[config.mk]
export PLATFORM = sky130hd
export DESIGN_NAME = apb_slave_regs
export DESIGN_NICKNAME = d
export VERILOG_FILES = /design/src/rtl/apb_pkg.sv /design/src/rtl/apb_reg_bank.sv /design/src/rtl/apb_slave_regs.sv
export SDC_FILE = /design/constraint.sdc
export NUM_CORES = 1
export LEC_CHECK = 0
export ABC_CLOCK_PERIOD_IN_PS = 15700
export CAP_MARGIN = 10
export CORE_UTILIZATION = 50
export DETAILED_ROUTE_END_ITERATION = 8
export GPL_TIMING_DRIVEN = 0
export PLACE_DENSITY = 0.71
export SKIP_LAST_GASP = 1
export SLEW_MARGIN = 20
export SYNTH_ARGS = -nofsm -noshare
export SYNTH_HDL_FRONTEND = slang
export SYNTH_SLANG_ARGS = --single-unit
export TNS_END_PERCENT = 100
[constraint.sdc]
create_clock -name clk -period 15.7 [get_ports clk]
set_input_delay 3.14 -clock clk [delete_from_list [all_inputs] [get_ports clk]]
set_output_delay 3.14 -clock clk [all_outputs]
set_load 0.05 [all_outputs]
[src/rtl/apb_pkg.sv]
// Shared APB definitions: transfer FSM states and PPROT bit positions.
// Imported by apb_slave_regs and apb_reg_bank.
package apb_pkg;

    typedef enum logic [1:0] {
        ST_IDLE   = 2'd0,
        ST_SETUP  = 2'd1,
        ST_ACCESS = 2'd2
    } apb_state_e;

    localparam int PPROT_PRIV_BIT   = 0;
    localparam int PPROT_SECURE_BIT = 1;
    localparam int PPROT_INSTR_BIT  = 2;

endpackage

[src/rtl/apb_reg_bank.sv]
// Word register array with per-byte write strobes.
// Ports: clk, rst (async, active high), we_i, idx_i, strb_i, wdata_i
// in; regs_o (all registers, packed) out.
module apb_reg_bank
    import apb_pkg::*;
#(
    parameter int DATA_WIDTH = 32,
    parameter int NUM_REGS   = 8,
    parameter int IDXW       = $clog2(NUM_REGS),
    parameter int STRB_WIDTH = DATA_WIDTH / 8
) (
    input  logic                                 clk,
    input  logic                                 rst,
    input  logic                                 we_i,
    input  logic [IDXW-1:0]                      idx_i,
    input  logic [STRB_WIDTH-1:0]                strb_i,
    input  logic [DATA_WIDTH-1:0]                wdata_i,
    output logic [NUM_REGS-1:0][DATA_WIDTH-1:0]  regs_o
);

    logic [NUM_REGS-1:0][DATA_WIDTH-1:0] regs_q;

    always_ff @(posedge clk or posedge rst) begin
        if (rst) begin
            regs_q <= '0;
        end else if (we_i) begin
            for (int b = 0; b < STRB_WIDTH; b++) begin
                if (strb_i[b]) begin
                    regs_q[idx_i][b*8 +: 8] <= wdata_i[b*8 +: 8];
                end
            end
        end
    end

    assign regs_o = regs_q;

endmodule

[src/rtl/apb_slave_regs.sv]
// APB completer with a bank of byte-strobed word registers.
// Ports: clk, rst (async, active high), APB PSEL/PENABLE/PWRITE/PADDR/
// PWDATA/PSTRB/PPROT in; PRDATA/PREADY/PSLVERR out; ctrl_out = reg 0.
// Optional: define APB_WAIT_STATES_EN to insert WAIT_CYCLES wait states.
module apb_slave_regs
    import apb_pkg::*;
#(
    parameter int ADDR_WIDTH  = 32,
    parameter int DATA_WIDTH  = 32,
    parameter int NUM_REGS    = 8,
    parameter int WAIT_CYCLES = 2,
    parameter int STRB_WIDTH  = DATA_WIDTH / 8
) (
    input  logic                  clk,
    input  logic                  rst,
    input  logic                  PSEL,
    input  logic                  PENABLE,
    input  logic                  PWRITE,
    input  logic [ADDR_WIDTH-1:0] PADDR,
    input  logic [DATA_WIDTH-1:0] PWDATA,
    input  logic [STRB_WIDTH-1:0] PSTRB,
    input  logic [2:0]            PPROT,
    output logic [DATA_WIDTH-1:0] PRDATA,
    output logic                  PREADY,
    output logic                  PSLVERR,
    output logic [DATA_WIDTH-1:0] ctrl_out
);

    localparam int IDXW = $clog2(NUM_REGS);

    apb_state_e state_q, state_d;

    logic [ADDR_WIDTH-1:0] addr_q, addr_d;
    logic                  write_q, write_d;
    logic [DATA_WIDTH-1:0] wdata_q, wdata_d;
    logic [STRB_WIDTH-1:0] strb_q, strb_d;
    logic                  priv_q, priv_d;

    logic                  latch;
    logic                  in_access;
    logic                  ready;
    logic                  err;
    logic                  we;
    logic [IDXW-1:0]       idx;

    logic [NUM_REGS-1:0][DATA_WIDTH-1:0] regs;

    // Any non-idle state means a setup phase has been latched, so a
    // PSEL&PENABLE cycle now is a genuine access phase.
    assign in_access = (state_q != ST_IDLE) && PSEL && PENABLE;

`ifdef APB_WAIT_STATES_EN
    logic [3:0] cnt_q, cnt_d;

    assign ready = in_access && (cnt_q == 4'd0);

    always_comb begin
        cnt_d = cnt_q;
        if (latch) begin
            cnt_d = 4'(WAIT_CYCLES);
        end else if (in_access && cnt_q != 4'd0) begin
            cnt_d = cnt_q - 4'd1;
        end
    end

    always_ff @(posedge clk or posedge rst) begin
        if (rst) begin
            cnt_q <= '0;
        end else begin
            cnt_q <= cnt_d;
        end
    end

    logic unused_ok;
    assign unused_ok = &{1'b0, PPROT[2:1]};
`else
    assign ready = in_access;

    logic unused_ok;
    assign unused_ok = &{1'b0, PPROT[2:1], 4'(WAIT_CYCLES)};
`endif

    always_comb begin
        state_d = state_q;
        latch   = 1'b0;
        unique case (state_q)
            ST_IDLE: begin
                // PENABLE without a setup phase is ignored here.
                if (PSEL && !PENABLE) begin
                    latch   = 1'b1;
                    state_d = ST_SETUP;
                end
            end
            ST_SETUP, ST_ACCESS: begin
                if (!PSEL) begin
                    state_d = ST_IDLE;
                end else if (!PENABLE) begin
                    latch   = 1'b1;
                    state_d = ST_SETUP;
                end else if (ready) begin
                    state_d = ST_IDLE;
                end else begin
                    state_d = ST_ACCESS;
                end
            end
            default: state_d = ST_IDLE;
        endcase
    end

    always_comb begin
        addr_d  = addr_q;
        write_d = write_q;
        wdata_d = wdata_q;
        strb_d  = strb_q;
        priv_d  = priv_q;
        if (latch) begin
            addr_d  = PADDR;
            write_d = PWRITE;
            wdata_d = PWDATA;
            strb_d  = PSTRB;
            priv_d  = PPROT[PPROT_PRIV_BIT];
        end
    end

    always_ff @(posedge clk or posedge rst) begin
        if (rst) begin
            state_q <= ST_IDLE;
            addr_q  <= '0;
            write_q <= 1'b0;
            wdata_q <= '0;
            strb_q  <= '0;
            priv_q  <= 1'b0;
        end else begin
            state_q <= state_d;
            addr_q  <= addr_d;
            write_q <= write_d;
            wdata_q <= wdata_d;
            strb_q  <= strb_d;
            priv_q  <= priv_d;
        end
    end

    assign idx = addr_q[IDXW+1:2];

    // Register 0 is the control register: writes need privilege.
    assign err = (addr_q[1:0] != 2'b00)
              || (addr_q >= ADDR_WIDTH'(NUM_REGS * 4))
              || (write_q && idx == '0 && !priv_q);

    assign we = ready && write_q && !err;

    apb_reg_bank #(
        .DATA_WIDTH (DATA_WIDTH),
        .NUM_REGS   (NUM_REGS),
        .IDXW       (IDXW),
        .STRB_WIDTH (STRB_WIDTH)
    ) u_bank (
        .clk     (clk),
        .rst     (rst),
        .we_i    (we),
        .idx_i   (idx),
        .strb_i  (strb_q),
        .wdata_i (wdata_q),
        .regs_o  (regs)
    );

    assign PREADY   = ready;
    assign PSLVERR  = ready && err;
    assign PRDATA   = (ready && !write_q && !err) ? regs[idx] : '0;
    assign ctrl_out = regs[0];

endmodule

==> metrics.txt <==
R2R Setup Slk=12700 ps; CP required=12560 ps; Min-Delay Path Depth=1; # resized after CTS=0; port buffer count=139; H-tree Lvls=2; Core Box Area=29800 um2; drt wl/cell=23.8 um; CTS buffer count=35; via count of the first global-routing pass=10300; gate count of the mapped netlist=1066; outcome=complete, no violations; Fin Hold WS=481 ps; chip width=177 um; post-route cell area=18400 um2; max-slew violation count=0; PwrDens=117 nW/um2; synth warn=0; crit share post-route=57.5%; Initial Utilization=51.2%; ranking of synthesized cells by area=dfrtp_1, mux2_2, mux4_2; count of different cell masters after synthesis=54; Die ar.=31200 um2; Worst setup EP type=output port; syn_area_per_cell=14.3 um2; RSZ-0062 raised after global routing=false; ys async rst share=100%; First DRT Iteration DRCs=853; slowest CP cell=clkdlybuf4s50_1; setup repair bufs after CTS=0; Worst Skew=13.5 ps; antenna violations before repair=1; max cap viols=0; DP Area=17200 um2; Setup CP Type=primary input to output port; Worst setup SP type=primary input; most frequent cells after synthesis=dfrtp_1, mux2_2, mux2_1; Setup-failing EPs final=0; die height=177 um; drt drc=0; Post-CTS Hold Buffers=0; # diodes=0; Synth Net Count=1144; Synth Register Bits=328; min-delay worst type=flop to flop; I/O Pins=142; Slew @ Worst Pin=1080 ps; Fmax=0.111 GHz; Crit Reg-Reg Endpoint=u_bank.regs_o[211]; FF-to-FF path depth=7; Max IR drop VDD=0.0945 mV; final wirelength=39400 um; Final nets=1323; Final ANT Viol Nets=0; vias=9913; top-count cell post-synth=dfrtp_1; final hold viol count=0; max_slew headroom=28.1%; critical path arrival=5880 ps; GR Overflow Total=0; fin crit period=9020 ps; vias per std cell=5.98; register area share after synthesis=53.8%; Max Root-Sink Buffers=3; Cell Rows=63; fraction of layout cells with a size suffix above 1=37.3%; crit-path cells=clkdlybuf4s50_1, nand3b_1, or4_1, buf_6, buf_6, a2111oi_2, clkdlybuf4s50_1; area grow syn2layout=20.5%; Hold EP=u_bank.regs_o[159]; Post-synth EDFFs=0; CTS root buffer=clkbuf_16; largest net degree at the start of global routing=107; Clk Latency, worst-skew pair=520 ps; LEAKAGE=8.38 nW; Hold Crit Start=u_bank.regs_o[159]; Slowest Stage Delay on Critical Path=880 ps; CTS tree=yes; clk slew on worst S/H paths=60 ps; share of the synthesized area in the top cell type=53.8%; Total GRT Usage=26.1%; CP max FO=10; FF-to-FF Start=state_q[0]; Post-Syn Area=15200 um2; Synth Flop Type=dfrtp_1; DP Wirelength=25700 um; clk sinks=328; placer congestion estimate=0.968; first-pass GRT wire length=60600 um; DR pass1 iterations=5; cell taking the most area after synthesis=dfrtp_1
==> report_power, final <==
| part | total (mW) | switching (mW) | internal [mW] |
|---|---|---|---|
| Combinational | 0.349 | 0.217 | 0.132 |
| Clock | 0.830 | 0.327 | 0.503 |
| Sequential | 0.973 | 0.0788 | 0.895 |
==> worst max-delay path, delay by kind of cell <==
| kind | cells | cell delay [ps] |
|---|---|---|
| buf+inv | 4 | 1740 |
| simple gates | 2 | 650 |
| compound gates | 1 | 330 |
==> metal layers <==
metal  GRT usage (%)  vias to the layer above  routed length, um  part of all wire, %
met3            4.17                       71               2570                  6.5
met4            9.02                        0               1090                  2.8
met1            35.8                     5127              16600                   42
met5               0                        -                  0                    0
met2            42.2                      372              19100                   48
li1                -                     4343                  -                    -
==> layout make-up <==
cell class / count / area [um2]
fill: 2343 / 11400
sequential: 328 / 8210
multi-input combinational: 634 / 6480
timing repair buffer: 142 / 1470
clock buffer: 52 / 1070
buffer: 93 / 520
tap: 390 / 488
clock inverter: 7 / 85.1
inverter: 11 / 48.8
==> worst max-delay path by stage <==
stage | startpoint | endpoint | cells after the start
3_3_place_gp | rst | wdata_q[15] | 2
4_1_cts | PSEL | PRDATA[22] | 7
3_5_place_dp | PSEL | PRDATA[22] | 7
2_1_floorplan | rst | addr_q[0] | 1
6_report | PSEL | PRDATA[22] | 7
5_1_grt | PSEL | PRDATA[22] | 7
==> cell usage in the layout, fill, tap and decap left out, drive strengths merged, types with 3 or more instances in the layout <==
cell type / Yosys / routed
o21ai: 6 / 6
buf: 59 / 62
o221ai: 19 / 19
nand4: 26 / 26
nand3: 5 / 5
mux2i: 8 / 8
mux2: 342 / 342
clkdlybuf4s50: 0 / 139
or4: 5 / 5
nor4: 20 / 20
nor2: 7 / 7
a211oi: 11 / 11
and3: 3 / 3
clkinv: 0 / 5
clkbuf: 34 / 86
mux4: 28 / 28
a21oi: 16 / 16
nand2: 37 / 37
and4: 5 / 5
nor2b: 4 / 4
inv: 11 / 11
o21a: 4 / 4
dfrtp: 328 / 328
a221oi: 5 / 5
o22ai: 25 / 25
nor3: 22 / 22
nand3b: 3 / 3
a2111oi: 4 / 4
nand2b: 7 / 7
==> per-stage QoR <==
| step | setup WS [ps] | utilization, % | TNS [ps] | power (mW) | instances |
|---|---|---|---|---|---|
| finish | 6680 | 61.7 | 0 | 2.15 | 1657 |
| global route | 6620 | 61.7 | 0 | 2.23 | 1657 |
| CTS | 6650 | 61.7 | 0 | 2.16 | 1657 |
| detailed placement | 6650 | 57.8 | 0 | 1.33 | 1598 |
| global placement | -411 | 57.5 | -123720 | 1.33 | 1595 |
| floorplan | 3480 | - | 0 | 1.19 | 1066 |
==> state kept, by name, indices dropped and copies added (netlist names) <==
signal,cells
addr_q,32
priv_q,1
state_q,2
strb_q,4
u_bank.regs_o,256
wdata_q,32
write_q,1
==> cell families (layout without fill, tap and decap cells) <==
kind of cell / count (synthesis) / in the layout / synth area share, %
AND/OR/NAND/NOR: 152 / 152 / 6.87
buffers and inverters: 104 / 305 / 3.68
flip-flops: 328 / 328 / 53.8
AO/OA/AOI/OAI: 102 / 102 / 5.53
multiplexers: 378 / 378 / 29.9
adder cells (fa/ha/maj): 2 / 2 / 0.164
Power figures use the tool's default switching activity.
==> RTL change (config.mk and constraints unchanged) <==
`NUM_REGS` is set to 8 in 2 places; all go to 4.
--- a/src/rtl/apb_reg_bank.sv
+++ b/src/rtl/apb_reg_bank.sv
@@ -5,7 +5,7 @@
     import apb_pkg::*;
 #(
     parameter int DATA_WIDTH = 32,
-    parameter int NUM_REGS   = 8,
+    parameter int NUM_REGS   = 4,
     parameter int IDXW       = $clog2(NUM_REGS),
     parameter int STRB_WIDTH = DATA_WIDTH / 8
 ) (
--- a/src/rtl/apb_slave_regs.sv
+++ b/src/rtl/apb_slave_regs.sv
@@ -7,7 +7,7 @@
 #(
     parameter int ADDR_WIDTH  = 32,
     parameter int DATA_WIDTH  = 32,
-    parameter int NUM_REGS    = 8,
+    parameter int NUM_REGS    = 4,
     parameter int WAIT_CYCLES = 2,
     parameter int STRB_WIDTH  = DATA_WIDTH / 8
 ) (
Check against the original RTL: not equivalent (a bounded check fails within 4 cycles, from zero or initial values and one cycle with rst high).
==> RTL change against the original RTL <==
Final area shrank 38%. Wire length down 52%. Setup slack lost 0.51 ns. Final cell count shrank 40%. Total power is 42% lower. Sequential cell count decreased by 128. Utilization is 4.0 points higher. Die area is 40% lower. Count of clock-buffer cells in the layout is 33 lower. Synthesized area shrank 41%. Critical endpoint is now PRDATA[29]. Largest power group unchanged.
==> RTL change: results (changes against the original RTL) <==
Detailed routing
  – Vias per cell: 5.48 (was 5.98)
  – Wire per inst: 19.1 um (was 23.8 um)
  – DRT Pass-1 Iters: 4 (was 5)
  – Starting DRT DRC Count: 204 (was 853)

Critical path
  – FF-to-FF path depth: 6 (was 7)
  – R2r endpoint: wdata_q[6] (was u_bank.regs_o[211])
  – Flop-to-flop setup slack: 13.18 ns (was 12.70 ns)
  – Crit path DAT: 6.39 ns (was 5.88 ns)
  – CP endpoint: PRDATA[29] (was PRDATA[22])
  – Max stage delay on crit path: 0.85 ns (was 0.88 ns)

Global route
  – Maximum number of pins on one net before global-route repair: 108 (was 107)
  – First-pass GRT wire length: 30.2 mm (was 60.6 mm)
  – Grt met3 use: 0.0419 (was 0.0417)
  – Global routing usage on met2: 0.372 (was 0.422)
  – Number of global-route vias before repair: 5,786 (was 10,300)

Outcome
  – Status: finished clean (unchanged)

STA
  – Worst slew pin tran: 0.930 ns (was 1.08 ns)
  – Setup Skew: 0.0106 ns (was 0.0135 ns)
  – Hold Worst Slack: 0.494 ns (was 0.481 ns)

Clock network
  – Clk_lat worst skew: 0.43 ns (was 0.52 ns)
  – TritonCTS buffer count: 17 (was 35)

Yosys
  – Mux share of post-synthesis cell area: 0.325 (was 0.299)
  – Main area contributors after synthesis: dfrtp_1 55%, mux2_2 23%, mux4_2 7.9% (was dfrtp_1 54%, mux2_2 22%, mux4_2 4.1%)
  – Distinct cells, synth: 28 (was 54)

Placement
  – GP Congestion: 0.753 (was 0.968)
  – Placed cell area: 10,800 um2 (was 17,200 um2)
  – Placed Cells: 955 (was 1,598)

Final layout
  – Share of layout cells above drive strength 1: 0.404 (was 0.373)
  – Fillers: 1,245 (was 2,343)

Power and ir drop
  – Leak: 5.27 nW (was 8.38 nW)

Hold path
  – End point of the worst hold path: u_bank.regs_o[38] (was u_bank.regs_o[159])
==> RTL change: cell count changes after synthesis, moves of 19 or more <==
cell / delta
o221ai_1: -19
mux2_2: -108
dfrtp_1: -128
mux2_1: -36
nor2b_1: +28
nand4_1: -23
nand2_1: -32
o22ai_1: -25
==> RTL change: final cells by class <==
class | instances | area, um2 | area share
sequential | 200 | 5000 | 0.436
multi-input combinational | 324 | 3680 | 0.321
timing repair buffer | 141 | 1450 | 0.126
clock buffer | 19 | 453 | 0.0395
buffer | 62 | 375 | 0.0327
tap | 225 | 282 | 0.0245
clock inverter | 13 | 215 | 0.0188
inverter | 3 | 18.8 | 0.00164
==> RTL change: where the power goes <==
group,total (mW),switching (mW),internal [mW]
sequential,0.608,0.0432,0.565
clock,0.489,0.196,0.294
combinational,0.160,0.0753,0.0851
==> RTL change: metal layers <==
metal,part of all wire,wire [um]
met1,0.43,8150
met2,0.51,9720
met3,0.038,722
met4,0.016,306
met5,0,0
